[src/rtl/sdc_wb_arb_pkg.sv]
// sdc_wb_arb_pkg: shared types and constants for the two-master Wishbone memory arbiter.
// Contents: FSM state enum, Wishbone CTI/BTE codes, default watchdog timeout.
package sdc_wb_arb_pkg;
   typedef enum logic [1:0] {IDLE = 2'd0, GNT0 = 2'd1, GNT1 = 2'd2} arb_state_t;
   localparam logic [2:0] CTI_CLASSIC = 3'b000;
   localparam logic [2:0] CTI_INCR    = 3'b010;
   localparam logic [2:0] CTI_EOB     = 3'b111;
   localparam logic [1:0] BTE_LINEAR  = 2'b00;
   localparam int DEFAULT_TIMEOUT = 1024;
endpackage

[src/rtl/sdc_wb_arb_watchdog.sv]
// sdc_wb_arb_watchdog: counts stalled strobe cycles and emits a one-cycle abort pulse.
// Ports: i_clk/i_rst clock and sync active-high reset; i_active bus granted;
//   i_stb owner strobe before abort masking; i_ack slave ack;
//   o_abort one-cycle abort (err) pulse; o_timeout sticky expiry flag.
module sdc_wb_arb_watchdog
   import sdc_wb_arb_pkg::*;
#(
   parameter int TIMEOUT_CYCLES = DEFAULT_TIMEOUT
) (
   input  logic i_clk,
   input  logic i_rst,
   input  logic i_active,
   input  logic i_stb,
   input  logic i_ack,
   output logic o_abort,
   output logic o_timeout
);
   localparam logic [15:0] LP_LAST = 16'(TIMEOUT_CYCLES - 1);
   logic [15:0] r_count;
   logic        r_abort;
   logic        r_timeout;
   logic        w_stall;
   logic        w_expire;
   // The strobe seen by the slave is masked during the abort cycle, so that cycle never counts.
   assign w_stall  = i_active & i_stb & ~r_abort & ~i_ack;
   assign w_expire = w_stall & (r_count == LP_LAST);
   always_ff @(posedge i_clk) begin
      if (i_rst) begin
         r_count   <= 16'd0;
         r_abort   <= 1'b0;
         r_timeout <= 1'b0;
      end else begin
         r_count   <= (w_stall & ~w_expire) ? r_count + 16'd1 : 16'd0;
         r_abort   <= w_expire;
         r_timeout <= r_timeout | w_expire;
      end
   end
   assign o_abort   = r_abort;
   assign o_timeout = r_timeout;
endmodule

[src/rtl/sdc_wb_mem_arbiter.sv]
// sdc_wb_mem_arbiter: two-master Wishbone B4 arbiter (m0 CPU, m1 SD DMA) onto one memory slave.
// Ports: wb_clk_i/wb_rst_i clock and sync active-high reset; m0_*/m1_* master buses;
//   s_* slave bus; timeout_o sticky watchdog flag.
// Optional watchdog enabled by defining SDC_WB_ARB_TIMEOUT_EN.
module sdc_wb_mem_arbiter
   import sdc_wb_arb_pkg::*;
#(
   parameter int TIMEOUT_CYCLES = DEFAULT_TIMEOUT
) (
   input  logic        wb_clk_i,
   input  logic        wb_rst_i,
   input  logic [31:0] m0_adr_i,
   input  logic [31:0] m0_dat_i,
   input  logic [3:0]  m0_sel_i,
   input  logic        m0_we_i,
   input  logic        m0_cyc_i,
   input  logic        m0_stb_i,
   input  logic [2:0]  m0_cti_i,
   input  logic [1:0]  m0_bte_i,
   output logic [31:0] m0_dat_o,
   output logic        m0_ack_o,
   output logic        m0_err_o,
   input  logic [31:0] m1_adr_i,
   input  logic [31:0] m1_dat_i,
   input  logic [3:0]  m1_sel_i,
   input  logic        m1_we_i,
   input  logic        m1_cyc_i,
   input  logic        m1_stb_i,
   input  logic [2:0]  m1_cti_i,
   input  logic [1:0]  m1_bte_i,
   output logic [31:0] m1_dat_o,
   output logic        m1_ack_o,
   output logic        m1_err_o,
   output logic [31:0] s_adr_o,
   output logic [31:0] s_dat_o,
   output logic [3:0]  s_sel_o,
   output logic        s_we_o,
   output logic        s_cyc_o,
   output logic        s_stb_o,
   output logic [2:0]  s_cti_o,
   output logic [1:0]  s_bte_o,
   input  logic [31:0] s_dat_i,
   input  logic        s_ack_i,
   output logic        timeout_o
);
   arb_state_t r_state;
   arb_state_t w_next;
   logic       r_last_grant;
   logic       w_stb_raw;
   logic       w_abort;
   always_ff @(posedge wb_clk_i) begin
      if (wb_rst_i) begin
         r_state      <= IDLE;
         r_last_grant <= 1'b1;
      end else begin
         r_state <= w_next;
         if (r_state == IDLE && w_next != IDLE) r_last_grant <= (w_next == GNT1);
      end
   end
   always_comb begin
      w_next    = r_state;
      s_adr_o   = '0;
      s_dat_o   = '0;
      s_sel_o   = '0;
      s_we_o    = 1'b0;
      s_cyc_o   = 1'b0;
      s_cti_o   = '0;
      s_bte_o   = '0;
      w_stb_raw = 1'b0;
      m0_ack_o  = 1'b0;
      m0_err_o  = 1'b0;
      m1_ack_o  = 1'b0;
      m1_err_o  = 1'b0;
      case (r_state)
         // On a tie the master that did not own the bus last time wins.
         IDLE: w_next = (m0_cyc_i & (~m1_cyc_i | r_last_grant)) ? GNT0 : m1_cyc_i ? GNT1 : IDLE;
         GNT0: begin
            w_next    = m0_cyc_i ? GNT0 : IDLE;
            s_adr_o   = m0_adr_i;
            s_dat_o   = m0_dat_i;
            s_sel_o   = m0_sel_i;
            s_we_o    = m0_we_i;
            s_cyc_o   = m0_cyc_i;
            s_cti_o   = m0_cti_i;
            s_bte_o   = m0_bte_i;
            w_stb_raw = m0_cyc_i & m0_stb_i;
            m0_ack_o  = s_ack_i;
            m0_err_o  = w_abort;
         end
         GNT1: begin
            w_next    = m1_cyc_i ? GNT1 : IDLE;
            s_adr_o   = m1_adr_i;
            s_dat_o   = m1_dat_i;
            s_sel_o   = m1_sel_i;
            s_we_o    = m1_we_i;
            s_cyc_o   = m1_cyc_i;
            s_cti_o   = m1_cti_i;
            s_bte_o   = m1_bte_i;
            w_stb_raw = m1_cyc_i & m1_stb_i;
            m1_ack_o  = s_ack_i;
            m1_err_o  = w_abort;
         end
         default: w_next = IDLE;
      endcase
      s_stb_o = w_stb_raw & ~w_abort;
   end
   assign m0_dat_o = s_dat_i;
   assign m1_dat_o = s_dat_i;
`ifdef SDC_WB_ARB_TIMEOUT_EN
   sdc_wb_arb_watchdog #(
      .TIMEOUT_CYCLES(TIMEOUT_CYCLES)
   ) u_watchdog (
      .i_clk    (wb_clk_i),
      .i_rst    (wb_rst_i),
      .i_active (r_state != IDLE),
      .i_stb    (w_stb_raw),
      .i_ack    (s_ack_i),
      .o_abort  (w_abort),
      .o_timeout(timeout_o)
   );
`else
   logic w_unused;
   assign w_unused  = |16'(TIMEOUT_CYCLES);
   assign w_abort   = 1'b0;
   assign timeout_o = 1'b0;
`endif
endmodule

[config.mk]
export PLATFORM = sky130hd
export DESIGN_NAME = sdc_wb_mem_arbiter
export DESIGN_NICKNAME = d
export VERILOG_FILES = /design/src/rtl/sdc_wb_arb_pkg.sv /design/src/rtl/sdc_wb_arb_watchdog.sv /design/src/rtl/sdc_wb_mem_arbiter.sv
export SDC_FILE = /design/constraint.sdc
export NUM_CORES = 1
export LEC_CHECK = 0
export CORE_AREA = 2 2 130 132
export DETAILED_ROUTE_END_ITERATION = 10
export DIE_AREA = 0 0 132 134
export PLACE_DENSITY = 0.61
export RECOVER_POWER = 50
export REMOVE_ABC_BUFFERS = 1
export SYNTH_ARGS = -nofsm -noshare
export SYNTH_HDL_FRONTEND = slang
export SYNTH_SLANG_ARGS = --single-unit
[constraint.sdc]
create_clock -name wb_clk_i -period 2.62 [get_ports wb_clk_i]
set_input_delay 0.786 -clock wb_clk_i [delete_from_list [all_inputs] [get_ports wb_clk_i]]
set_output_delay 0.786 -clock wb_clk_i [all_outputs]
set_load 0.02 [all_outputs]
Word level (Yosys, flattened, before mapping) --
Index checks and enable logic that the tools add are counted.
Cells by class: multiplexer cells 14, bitwise logic cells 5, equality and inequality tests 3, reduce and logical (&&, ||, !) cells 3
Operators with widths (count):
- $pmux W32 S2 | 2
- $pmux W4 S2 | 1
- $pmux W1 S2 | 3
- $pmux W2 S3 | 1
- $pmux W3 S2 | 1
- $eq A2 B2 Y1 const B | 2
- $mux W2 | 2
- $pmux W2 S2 | 1
- $and A1 B1 Y1 | 3
- $mux W1 | 3
- $eq A2 B1 Y1 const B | 1
- $logic_not A2 Y1 | 1
- $reduce_bool A2 Y1 | 1
- $logic_and A1 B1 Y1 | 1
- $not A1 Y1 | 1
- $or A1 B1 Y1 | 1
Storage, ports and cells: word-level logic and storage cells 27, output and inout port bits 145, register bits 3, input bits 187

Longest topological paths before layout --
depth after elaboration 7, mapped depth 8, gate-level depth less buffers 5

Worst setup path before layout --
No wires, ideal clock.
kind reg-to-output, start point reg r_state[0], end point out s_adr_o[0], stages on the path, launching flop included 6, buffers on the path 2, data arrival time 1.422 ns, data required time 1.834 ns, path slack 0.412 ns, path through dfxtp_1 > inv_1 > ha_1 > buf_2 > clkbuf_1 > nor2b_1
Between the ends: cells in the longest elaborated chain, start to end 2, elaborated cells between the ends (all ways) 3, classes of those cells 2 x eq/ne; 1 x mux
RTL lines:
- start, declared | line sdc_wb_mem_arbiter.sv:46 | arb_state_t r_state;
- start signal, assigned | line sdc_wb_mem_arbiter.sv:56 | r_state <= w_next;
- $eq A2 B2 Y1 / $eq A2 B1 Y1 (equally long branches) | line sdc_wb_mem_arbiter.sv:74 | case (r_state)
- $pmux W32 S2 * | line sdc_wb_mem_arbiter.sv:74
- end, declared | line sdc_wb_mem_arbiter.sv:34 | output logic [31:0] s_adr_o,
Mark *: on every way between the ends. The rest lies on a longest branch, timed or not.

Worst setup path in the final report --
start point in m0_dat_i[8], end point out s_dat_o[8]
Between the ends: cells in the longest elaborated chain, start to end 1
RTL lines:
- start, declared | line sdc_wb_mem_arbiter.sv:13 | input logic [31:0] m0_dat_i,
- $pmux W32 S2 | line sdc_wb_mem_arbiter.sv:74
- end, declared | line sdc_wb_mem_arbiter.sv:35 | output logic [31:0] s_dat_o,
No other way between the ends.

==> metrics.txt <==
global-route met2 utilization 17.9%; kind of path behind the tightest hold check reg -> reg; largest delay contributor family on the critical path buffers and inverters; height of the chip 134 um; largest area contributor in the netlist sky130_fd_sc_hd__a22oi_1; initial core utilization 11.8%; number of global-route vias before repair 2696; final global-route overflow total 0; met3 capacity usage during global routing 9.98%; critical path buffer and inverter count 2; antenna violations before repair 0; utilization after layout 24.3%; Placement Rows 47; post-synthesis cell area 0.00192 mm^2; final number of hold-violating endpoints 0; Die Span X 132 um; maximum level of the CTS H-tree 1; cts bufs inserted 3; # placed instances 639; count of different cell masters after synthesis 21; VDD IR-drop max 0.000179 V; largest net degree at the start of global routing 42; cell types with the largest area share after synthesis sky130_fd_sc_hd__a22oi_1 (29%), sky130_fd_sc_hd__buf_4 (27%), sky130_fd_sc_hd__nor2b_1 (24%); Pleak 1.44 nW; data arrival time of the critical path 1810 ps; # Post-CTS Setup Buffers 0; number of slew-limit violations in the final report 0; Worst path max stage delay 460 ps; TritonCTS clock tree done; clock latency reported for the late side of the worst-skew pair 230 ps; post-route setup TNS 0 ps; number of sinks on the clock net 3; non-filler cells in the finished layout 643; synthesis-stage register bit count 3; fill count 1763; critical setup path kind in -> out; list of cells traversed by the critical path clkdlybuf4s50_1, a22oi_1, nor2b_1, dlygate4sd2_1; global routing met1 resource utilization 15.0%; most frequent cells in the layout sky130_fd_sc_hd__clkdlybuf4s50_1 (154), sky130_fd_sc_hd__nor2b_1 (75), sky130_fd_sc_hd__a22oi_1 (74); remaining antenna violation count 0; Critical Path Start m0_dat_i[8]; skew final 1.91 ps; area of the multi-input gates 0.00122 mm^2; worst hold path startpoint r_last_grant$_SDFFE_PP1P_; Iteration-0 DRC Markers 100; clock root buffer sky130_fd_sc_hd__clkbuf_16; sequential element share of the synthesized area 3.13%; capturing element type of the critical path output pin; wire length reported by the detailed router 12.1 mm; fraction of the cycle the final worst path needs 99.1%; Worst R2R Path Depth 5; wire length of the first global-routing pass 17.1 mm; critical-path cell with the highest stage delay sky130_fd_sc_hd__clkdlybuf4s50_1; wire length per cell 18.8 um; yosys synthesis warning count 0; total number of vias 2673; Synth Instances 270; WP depth 4; top cell type's share of synthesized area 29.3%; post-layout power 0.000968 W; type of element launching the critical path primary input; outcome finished, final reports clean; port bufs 232; growth of design area from synthesis to finish 106%; layer with the highest usage after global routing met2; area of the placeable core 0.0163 mm^2; most frequent standard cell in the layout excluding fill and tap cells sky130_fd_sc_hd__clkdlybuf4s50_1; remaining design rule violation count 0; overall fraction of global-route tracks in use 12.7%; number of iterations in the first detailed-routing pass 5; final critical path time including I/O delays and setup 2600 ps; number of max-cap violations 0; Data required, critical path 1830 ps; post-detailed-placement half-perimeter wirelength 10.2 mm; setup violators final 0; Avg Inst Size Synth 7.11 um^2; Hold WS 571 ps; hold-critical path depth 2; GPL Wtd Cong 0.767; antenna diode count 0; worst-path fanout max 1; Die ar. 0.0177 mm^2; Max Buffers Root-to-Sink 2; timing-limited maximum frequency 0.385 GHz; via/cell ratio 4.16; beginning of the worst register-to-register path r_state[0]$_SDFF_PP0_; clock transition time at the flip-flop clock pins of the worst setup and hold paths 30 ps; Final #Nets 615; sequential standard cell area 60.1 um^2; ratio of total power to cell area 244 mW/mm^2; fraction of layout cells with a size suffix above 1 10.6%; Boundary Pins 332
==> synthesized netlist by cell type (all sizes together) <==
cell type	instances
and2	2
nor2b	75
nand3b	1
o21ai	1
o21bai	1
a22oi	75
nand2b	2
a21boi	1
dfxtp	3
a21oi	2
conb	1
clkbuf	8
ha	4
nand3	2
inv	3
nand2	1
a31oi	1
nor4b	2
buf	85
==> sequential cells by signal (all words and copies together) (netlist names) <==
register / flops
r_state: 2
r_last_grant: 1
==> cell type report <==
cell class              instances  area share, %
well taps                     220           6.94
clock buffers                   4           1.99
multi-input cells             173           30.7
inverters                       3          0.284
repair buffers                240           58.5
flip-flops and latches          3           1.52
==> path summary, 6_finish.rpt <==
kind         slack (ps)                   endpoint
min reg2reg         570  r_last_grant$_SDFFE_PP1P_
min                 570  r_last_grant$_SDFFE_PP1P_
max reg2reg        1350      r_state[1]$_SDFF_PP0_
max                  20                 s_dat_o[8]
==> stage by stage <==
step	worst slack (ps)	instance area (um^2)
2_1_floorplan	-578	1280
3_3_place_gp	-321	4000
3_5_place_dp	-346	4000
4_1_cts	0.831	4010
5_1_grt	-5.68	3960
6_report	22.9	3960
==> cell families (layout without fill, tap and decap cells) <==
group	count (synthesis)	count (layout)	synth area share, %
buffers and inverters	96	247	34.5
AND/OR/NAND/NOR	85	85	28.4
AO/OA/AOI/OAI	81	81	31.2
adder cells (fa/ha/maj)	4	4	2.61
flip-flops	3	3	3.13
other	1	3	0.195
==> worst reg2reg max path, stage by stage (launching register included) <==
cell	delay (ps)
sky130_fd_sc_hd__dfxtp_1	320
sky130_fd_sc_hd__inv_1	90
sky130_fd_sc_hd__ha_2	240
sky130_fd_sc_hd__buf_12	210
sky130_fd_sc_hd__a21oi_1	80
sky130_fd_sc_hd__nor4b_2	230
==> what timing repair did <==
action,4_1_cts,5_1_grt
endpoints found under the setup margin,71,43
hold buffers,0,0
gates resized for setup,89,53
pin swaps,0,0
==> per-layer routing <==
metal | wire [um] | share of wire (%)
met5 | 79 | 0.65
met3 | 2170 | 18
met2 | 4970 | 41
met1 | 4740 | 39
met4 | 114 | 0.94
==> where the power goes <==
part           leakage, nW  internal, W  switching [W]  total [W]
Sequential          0.0248    0.0000502     0.00000363  0.0000539
Clock               0.0382     0.000201      0.0000460   0.000247
Combinational         1.37     0.000391       0.000276   0.000667
No activity file was read; power rests on OpenSTA's default activity.
